## src/rtl/port_pkg.sv

```systemverilog
// Shared definitions for the lane-select display block: lane width,
// operating-mode encoding and a ceiling-log2 helper for sizing indices.
package port_pkg;

    localparam int LANE_W = 8;

    // Operating mode decoded each cycle from scan_en and its history.
    typedef enum logic [1:0] {
        MODE_MANUAL     = 2'd0,
        MODE_SCAN_START = 2'd1,
        MODE_SCAN_RUN   = 2'd2
    } mode_e;

    // Ceiling log2; returns 0 for values of 0 or 1.
    function automatic int clog2(input int value);
        int result;
        int rem;
        result = 0;
        rem    = value - 1;
        while (rem > 0) begin
            result = result + 1;
            rem    = rem >> 1;
        end
        return result;
    endfunction

endpackage

```

## src/rtl/scan_tick.sv

```systemverilog
// Auto-scan period divider: counts 0..SCAN_DIV-1 while enabled and pulses
// tick on the last count. Disabling it parks the counter at 0 so that the
// next enable always starts a full period.
module scan_tick
    import port_pkg::*;
#(
    parameter int SCAN_DIV = 50_000_000
) (
    input  logic clk,
    input  logic rst,
    input  logic en,
    output logic tick
);

    localparam int               CNT_W = (SCAN_DIV > 1) ? clog2(SCAN_DIV) : 1;
    localparam logic [CNT_W-1:0] LAST  = CNT_W'(SCAN_DIV - 1);

    logic [CNT_W-1:0] div_cnt;

    // Period counter: wraps at LAST, held at zero whenever scanning is paused.
    always_ff @(posedge clk) begin
        if (rst) begin
            div_cnt <= {CNT_W{1'b0}};
        end else if (!en) begin
            div_cnt <= {CNT_W{1'b0}};
        end else if (div_cnt == LAST) begin
            div_cnt <= {CNT_W{1'b0}};
        end else begin
            div_cnt <= div_cnt + CNT_W'(1);
        end
    end

    // Tick is combinational so the lane advance lands on the same edge as the wrap.
    assign tick = en && (div_cnt == LAST);

endmodule

```

## src/rtl/port_lane_sel.sv

```systemverilog
// Lane selector for a byte-wide display port. A wide receive word is
// snapshotted on load; one 8-bit lane of it is shown on port_out, chosen
// either by the sel switches or by a free-running auto-scan.
module port_lane_sel
    import port_pkg::*;
#(
    parameter  int NUM_LANES = 8,
    parameter  int SCAN_DIV  = 50_000_000,
    localparam int SEL_W     = clog2(NUM_LANES)
) (
    input  logic                        clk,
    input  logic                        rst,
    input  logic [NUM_LANES*LANE_W-1:0] data_in,
    input  logic                        load,
    input  logic [SEL_W-1:0]            sel,
    input  logic                        scan_en,
    output logic [LANE_W-1:0]           port_out,
    output logic [SEL_W-1:0]            lane_idx,
    output logic                        loaded
);

    localparam logic [SEL_W:0]   LANE_CNT = NUM_LANES[SEL_W:0];
    localparam logic [SEL_W-1:0] LAST_IDX = SEL_W'(NUM_LANES - 1);

    logic [NUM_LANES*LANE_W-1:0] snap;
    logic [NUM_LANES*LANE_W-1:0] src;
    logic                        scan_en_q;
    logic                        rst_q;
    logic [SEL_W-1:0]            scan_idx;
    logic [SEL_W-1:0]            start_idx;
    logic [SEL_W-1:0]            next_scan_idx;
    logic [SEL_W-1:0]            cur_idx;
    logic [LANE_W-1:0]           lane_byte;
    logic                        tick;
    logic                        scan_run;
    mode_e                       mode;

    // Mode decode. The cycle right after reset is treated as a running scan
    // (not an entry) so a scan held through reset resumes from lane 0.
    always_comb begin
        mode = MODE_MANUAL;
        if (!scan_en) begin
            mode = MODE_MANUAL;
        end else if (!scan_en_q && !rst_q) begin
            mode = MODE_SCAN_START;
        end else begin
            mode = MODE_SCAN_RUN;
        end
    end

    assign scan_run = (mode == MODE_SCAN_RUN);

    scan_tick #(
        .SCAN_DIV (SCAN_DIV)
    ) u_scan_tick (
        .clk  (clk),
        .rst  (rst),
        .en   (scan_run),
        .tick (tick)
    );

    // Lane index selection: switches, clamped scan start, or scan position.
    always_comb begin
        start_idx     = {SEL_W{1'b0}};
        next_scan_idx = {SEL_W{1'b0}};
        cur_idx       = sel;
        if ({1'b0, sel} < LANE_CNT) begin
            start_idx = sel;
        end else begin
            start_idx = {SEL_W{1'b0}};
        end
        if (scan_idx == LAST_IDX) begin
            next_scan_idx = {SEL_W{1'b0}};
        end else begin
            next_scan_idx = scan_idx + SEL_W'(1);
        end
        case (mode)
            MODE_MANUAL:     cur_idx = sel;
            MODE_SCAN_START: cur_idx = start_idx;
            MODE_SCAN_RUN:   cur_idx = tick ? next_scan_idx : scan_idx;
            default:         cur_idx = sel;
        endcase
    end

    // Lane mux with load bypass; indices past the last lane read as zero.
    always_comb begin
        src       = load ? data_in : snap;
        lane_byte = {LANE_W{1'b0}};
        if ({1'b0, cur_idx} < LANE_CNT) begin
            lane_byte = src[int'(cur_idx) * LANE_W +: LANE_W];
        end else begin
            lane_byte = {LANE_W{1'b0}};
        end
    end

    // Snapshot of the receive word and the sticky loaded flag.
    always_ff @(posedge clk) begin
        if (rst) begin
            snap   <= {(NUM_LANES*LANE_W){1'b0}};
            loaded <= 1'b0;
        end else if (load) begin
            snap   <= data_in;
            loaded <= 1'b1;
        end
    end

    // History of scan_en and rst for entry detection.
    always_ff @(posedge clk) begin
        if (rst) begin
            scan_en_q <= 1'b0;
            rst_q     <= 1'b1;
        end else begin
            scan_en_q <= scan_en;
            rst_q     <= 1'b0;
        end
    end

    // Scan position: seeded on scan entry, advanced on each divider tick.
    always_ff @(posedge clk) begin
        if (rst) begin
            scan_idx <= {SEL_W{1'b0}};
        end else begin
            case (mode)
                MODE_SCAN_START: scan_idx <= start_idx;
                MODE_SCAN_RUN:   scan_idx <= tick ? next_scan_idx : scan_idx;
                default:         scan_idx <= scan_idx;
            endcase
        end
    end

    // Displayed byte and its lane index, always registered together.
    always_ff @(posedge clk) begin
        if (rst) begin
            port_out <= {LANE_W{1'b0}};
            lane_idx <= {SEL_W{1'b0}};
        end else begin
            port_out <= lane_byte;
            lane_idx <= cur_idx;
        end
    end

endmodule

```

## config.mk

```make
export PLATFORM = sky130hd
export DESIGN_NAME = port_lane_sel
export DESIGN_NICKNAME = d
export VERILOG_FILES = /design/src/rtl/port_pkg.sv /design/src/rtl/scan_tick.sv /design/src/rtl/port_lane_sel.sv
export SDC_FILE = /design/constraint.sdc
export NUM_CORES = 1
export LEC_CHECK = 0
export ABC_AREA = 1
export ABC_CLOCK_PERIOD_IN_PS = 3630
export CAP_MARGIN = 25
export CORE_MARGIN = 2
export CORE_UTILIZATION = 44
export DETAILED_ROUTE_END_ITERATION = 10
export PLACE_DENSITY = 0.68
export SYNTH_ARGS = -nofsm -noshare
export SYNTH_HDL_FRONTEND = slang
export SYNTH_HIERARCHICAL = 1
export SYNTH_SLANG_ARGS = --single-unit
```

## constraint.sdc

```tcl
create_clock -name clk -period 3.63 [get_ports clk]
set_clock_uncertainty 0.1 [all_clocks]
set_input_delay 1.089 -clock clk [delete_from_list [all_inputs] [get_ports clk]]
set_output_delay 1.089 -clock clk [all_outputs]
set_load 0.005 [all_outputs]
```

## Yosys cells after proc, flatten, opt, wreduce, memory -nomap -nowiden

Cells that the tools add are included.

- $add $sub $neg: 2
- Eq/ne operators: 4
- Shift operators: 1
- Multiplexer cells: 8
- Bitwise operators: 1
- Reductions and logical operators: 6

Operators by type and width:

| operator | count |
|---|---|
| 64-bit two-way mux | 1 |
| 64-bit by 7-bit indexed part select with 8-bit output | 1 |
| 26-bit by 1-bit adder with 26-bit output (second input constant) | 1 |
| 26-bit == test (second input constant) | 1 |
| 3-bit two-way mux | 3 |
| 3-bit one-hot mux with 2 select lines | 1 |
| 2-bit two-way mux | 2 |
| 3-bit by 1-bit adder with 3-bit output (second input constant) | 1 |
| 3-bit == test (second input constant) | 1 |
| 3-bit OR reduction | 1 |
| 2-bit by 1-bit == test with 1-bit output (second input constant) | 1 |
| 2-bit == test (second input constant) | 1 |
| 1-bit logical AND | 2 |
| 1-bit logical NOT | 2 |
| 2-bit nonzero test | 1 |
| 1-bit two-way mux | 1 |
| 1-bit inverter | 1 |

- Register bits: 107
- Input bits: 71
- Word-level logic and storage cells: 30

## Depth between registers and ports, before layout

- Word-level depth: 9
- Gate-level depth with buffers: 16
- Depth with buffers taken out: 15

## Cells and area by module

Netlist, hierarchy kept.

By module, submodules not included:

| module | instances | cells each | area each (µm²) |
|---|---|---|---|
| port_lane_sel | 1 | 448 | 3563.4 |
| scan_tick | 1 | 223 | 1417.6 |

## Worst setup path after synthesis

No wires, ideal clock.

- Path kind: input to register
- Start point: input port scan_en
- End point: register port_out[4]
- Data arrival time: 2497 ps
- Required time: 3417 ps
- Path slack: 921 ps
- Cell stages on the path: 11
- Path buffers: 1
- Path through: inv_2 -> nor2_4 -> nor3b_1 -> o21ai_0 -> o21ai_4 -> inv_4 -> buf_6 -> nand3_1 -> nand2_1 -> nand2_1 -> nand2_1

- Cells in the longest elaborated chain, start to end: 6

RTL lines:

| item | line | RTL |
|---|---|---|
| start: declaration | port_lane_sel.sv:16 | `input logic scan_en,` |
| 2-bit two-way mux | port_lane_sel.sv:42 | `if (!scan_en) begin` |
| 2-bit == test | port_lane_sel.sv:51 | `assign scan_run = (mode == MODE_SCAN_RUN);` |
| named net scan_run | port_lane_sel.sv:35 | `logic scan_run;` |
| 1-bit logical AND | scan_tick.sv:34 | `assign tick = en && (div_cnt == LAST);` |
| named net tick | port_lane_sel.sv:34 | `logic tick;` |
| 3-bit two-way mux | n/a |  |
| 3-bit two-way mux | port_lane_sel.sv:77 | `case (mode)` |
| 64-bit by 7-bit indexed part select with 8-bit output | port_lane_sel.sv:90 | `lane_byte = src[int'(cur_idx) * LANE_W +: LANE_W];` |
| end signal: assignment | port_lane_sel.sv:134 | `port_out <= {LANE_W{1'b0}};` |
| end signal: assignment | port_lane_sel.sv:137 | `port_out <= lane_byte;` |
| end: declaration | port_lane_sel.sv:17 | `output logic [LANE_W-1:0] port_out,` |

The timed path passes the listed nets, and every way through them passes these cells.
A chain may end at the register's enable or synchronous reset.

## Worst setup path after layout

- Start point: input port scan_en
- End point: register port_out[6]

The elaborated chain is that of the path after synthesis.

==> results.toml <==
[status]
status = "finished clean"

[setup_path]
cp_common_cell = "nand2_1"
rr_worst_depth = 13
startpoint_type = "primary input"
slowest_delay_ns = 0.56
slowest_stage = "clkdlybuf4s50_1"
rr_startpoint = "u_scan_tick/div_cnt[0]"
endpoint_kind = "register"
arrival_ns = 3.46
r2r_slack_ns = 0.90
cp_num_buf_inv = 3
critical_path_class = "in -> reg"
path_delay_family = "simple AND/OR/NAND/NOR gates"
crit_fanout = 32
critical_path_required_ns = 3.77
r2r-end = "port_out[6]"
cp_cell_sequence = "clkdlybuf4s50_1 -> inv_2 -> nor2_4 -> nor3b_1 -> nand2_1 -> nand3_4 -> buf_4 -> nand3_1 -> nand3_1 -> nand2_1 -> nand2_1 -> nand2_1"

[synthesis]
synth_edf_count = 0
ys.flop_type = "dfxtp_1"
netlist_area_um2 = 4981
async_flop_share_pct = 0
postSynthCellCount = 671
avgSynthCellArea_um2 = 7.423
synth_seq_cells = 107
seq_area_frac_synth_pct = 43.00
syn-num-nets = 745
ys_types = 38
ys_warn_count = 6

[timing]
fin_hold_ws_ns = 0.3513
drv_slew = 0
finalCritPeriodShare_pct = 91.28
fin_setup_tns_ns = 0
rsz0062_at_grt = "no"
fin_crit_ns = 3.313
clock.fmax_mhz = 301.8
tightestPinTransition_ns = 0.6448
timing_hold_violations_final = 0
relSlewSlack_pct = 56.90
setup_viol = 0
setup_ws_ns = 0.3167

[job]
max_cap_viol_count = 0

[pwr]
cellPowerDensity_nw_per_um2 = 454.3
p_total_mw = 2.800
peakVddDrop_uv = 208.2
p_leak_nw = 2.614

[global_routing]
grtUsageTotal_pct = 21.64
grt_pass1_wl_mm = 20.28
grt_max_degree = 43
grt_pass1_vias = 4158
antenna_found_initial = 0
grt.overflow.total = 0

[clock_network]
clk_latency_ns = 0.34
cts_buffers = 9
cts_resized = 0
cts_tree = "yes"
cts_buffer_depth = 2
clkTransAtPathRegs_ns = 0.07
cts-htree-levels = 3
cts_sinks = 107
postCtsHoldBufs = 0
clockRootBuffer = "clkbuf_16"
cts_setup_buffers = 0

[floorplan]
initial_core_util_pct = 45.55
core_area_um2 = 10940
die_y_um = 110.4
die_w_um = 110.4
die_area_um2 = 12190
row_count = 38
pin_count = 83

[worst_hold_path]
min_path_cells = 1
min_to = "u_scan_tick/div_cnt[0]"
hp-class = "reg -> reg"
hold_start = "u_scan_tick/div_cnt[0]"

[placement]
dp_slack_ns = 0.01680
hpwl_mm = 9.013
finalWeightedCongestion = 0.8676
dp.cells = 868
io_buffers = 82

[routing]
routed_wl_mm = 12.51
drc = 0
wire_per_inst_um = 14.15
via_per_inst = 5.097
first_pass_iters = 5
num_vias = 4506
drtIter0Drc = 332
antenna_left = 0

[final_layout]
fin_nets = 813
n_antenna_cell = 0
final_layout_size_suffix_gt1_share_pct = 9.543
syn_to_final_growth_pct = 23.76
instances_no_fill = 884
n_fill_cell = 1050
-- layout by cell type (no fill, tap or decap), types with 2 or more instances in the layout --
cell type / count
nand2_1: 151
nor2_1: 120
dfxtp_1: 107
clkdlybuf4s50_1: 80
nand3_1: 76
o21ai_0: 38
inv_1: 33
mux2i_1: 32
or2_2: 27
a21oi_1: 9
clkbuf_16: 9
nor2_2: 7
or2_1: 5
buf_4: 5
xnor2_1: 5
xor2_1: 4
inv_2: 3
ha_1: 3
bufinv_16: 3
buf_2: 2
or2_0: 2
-- sequential cells by signal, indices dropped and copies added (netlist names) --
| register | count |
|---|---|
| port_out | 8 |
| u_scan_tick/div_cnt | 26 |
| loaded | 1 |
| lane_idx | 3 |
| snap | 64 |
| rst_q | 1 |
| scan_idx | 3 |
| scan_en_q | 1 |
-- report_power, final --
part	switching [mW]	total, mW	internal (mW)	leakage (nW)
sequential	0.0201	1.26	1.24	0.881
combinational	0.221	0.417	0.197	1.56
clock	0.444	1.12	0.680	0.168
total	0.685	2.80	2.12	2.61
-- Yosys cell counts (2+ instances only) --
master	count	area (um2)
clkbuf_1	12	45.04
inv_2	3	11.26
mux2i_1	32	320.3
nand3_1	76	380.4
nand2_1	151	566.8
or2_2	27	168.9
nor2_1	120	450.4
o21ai_0	38	190.2
buf_2	7	35.03
dfxtp_1	107	2142
a21oi_1	9	45.04
xnor2_1	5	43.79
ha_1	3	37.54
or2_0	2	12.51
nor2_2	7	43.79
or2_1	5	31.28
buf_6	10	112.6
inv_1	33	123.9
buf_4	2	15.01
xor2_1	4	35.03
-- area by class of cell --
type                       count  area (um2)  share of cell area [%]
clock buffer                   9       225.2                   3.653
inverter                      37       141.4                   2.293
timing repair buffer          88       868.3                   14.09
multi-input combinational    496        2490                   40.39
sequential                   107        2142                   34.75
tap                          140       175.2                   2.841
clock inverter                 7       122.6                   1.989
-- per-stage QoR --
stage	area (um2)	util, %
2_1_floorplan	4981	-
4_1_cts	6165	56.37
6_report	6165	56.37
3_3_place_gp	5817	53.19
3_5_place_dp	5817	53.19
5_1_grt	6165	56.37
-- cell families after synthesis --
| group | count (synthesis) | synth area share, % |
|---|---|---|
| mux | 32 | 6.431 |
| buf+inv | 68 | 7.008 |
| fa+ha+maj | 3 | 0.7537 |
| simple gates | 397 | 34.89 |
| compound gates | 55 | 6.330 |
| xor+xnor | 9 | 1.582 |
| flops | 107 | 43.00 |
-- per-layer routing --
layer,vias up,GRT usage (%),wire [um]
met3,26,3.998,733
met5,-,0,0
met2,131,32.38,5735
met1,2067,30.98,5723
li1,2282,-,-
met4,0,8.036,316
-- how the worst max path moves through the flow --
stage / cells after the start / slack, ns / to / startpoint
2_1_floorplan: 11 / 0.92 / port_out[4] / scan_en
3_3_place_gp: 12 / 0.18 / port_out[6] / scan_en
6_report: 12 / 0.32 / port_out[6] / scan_en
5_1_grt: 13 / 0.18 / port_out[2] / scan_en
4_1_cts: 12 / 0.37 / port_out[4] / scan_en
3_5_place_dp: 12 / 0.02 / port_out[6] / scan_en
No activity file was read; power rests on OpenSTA's default activity.
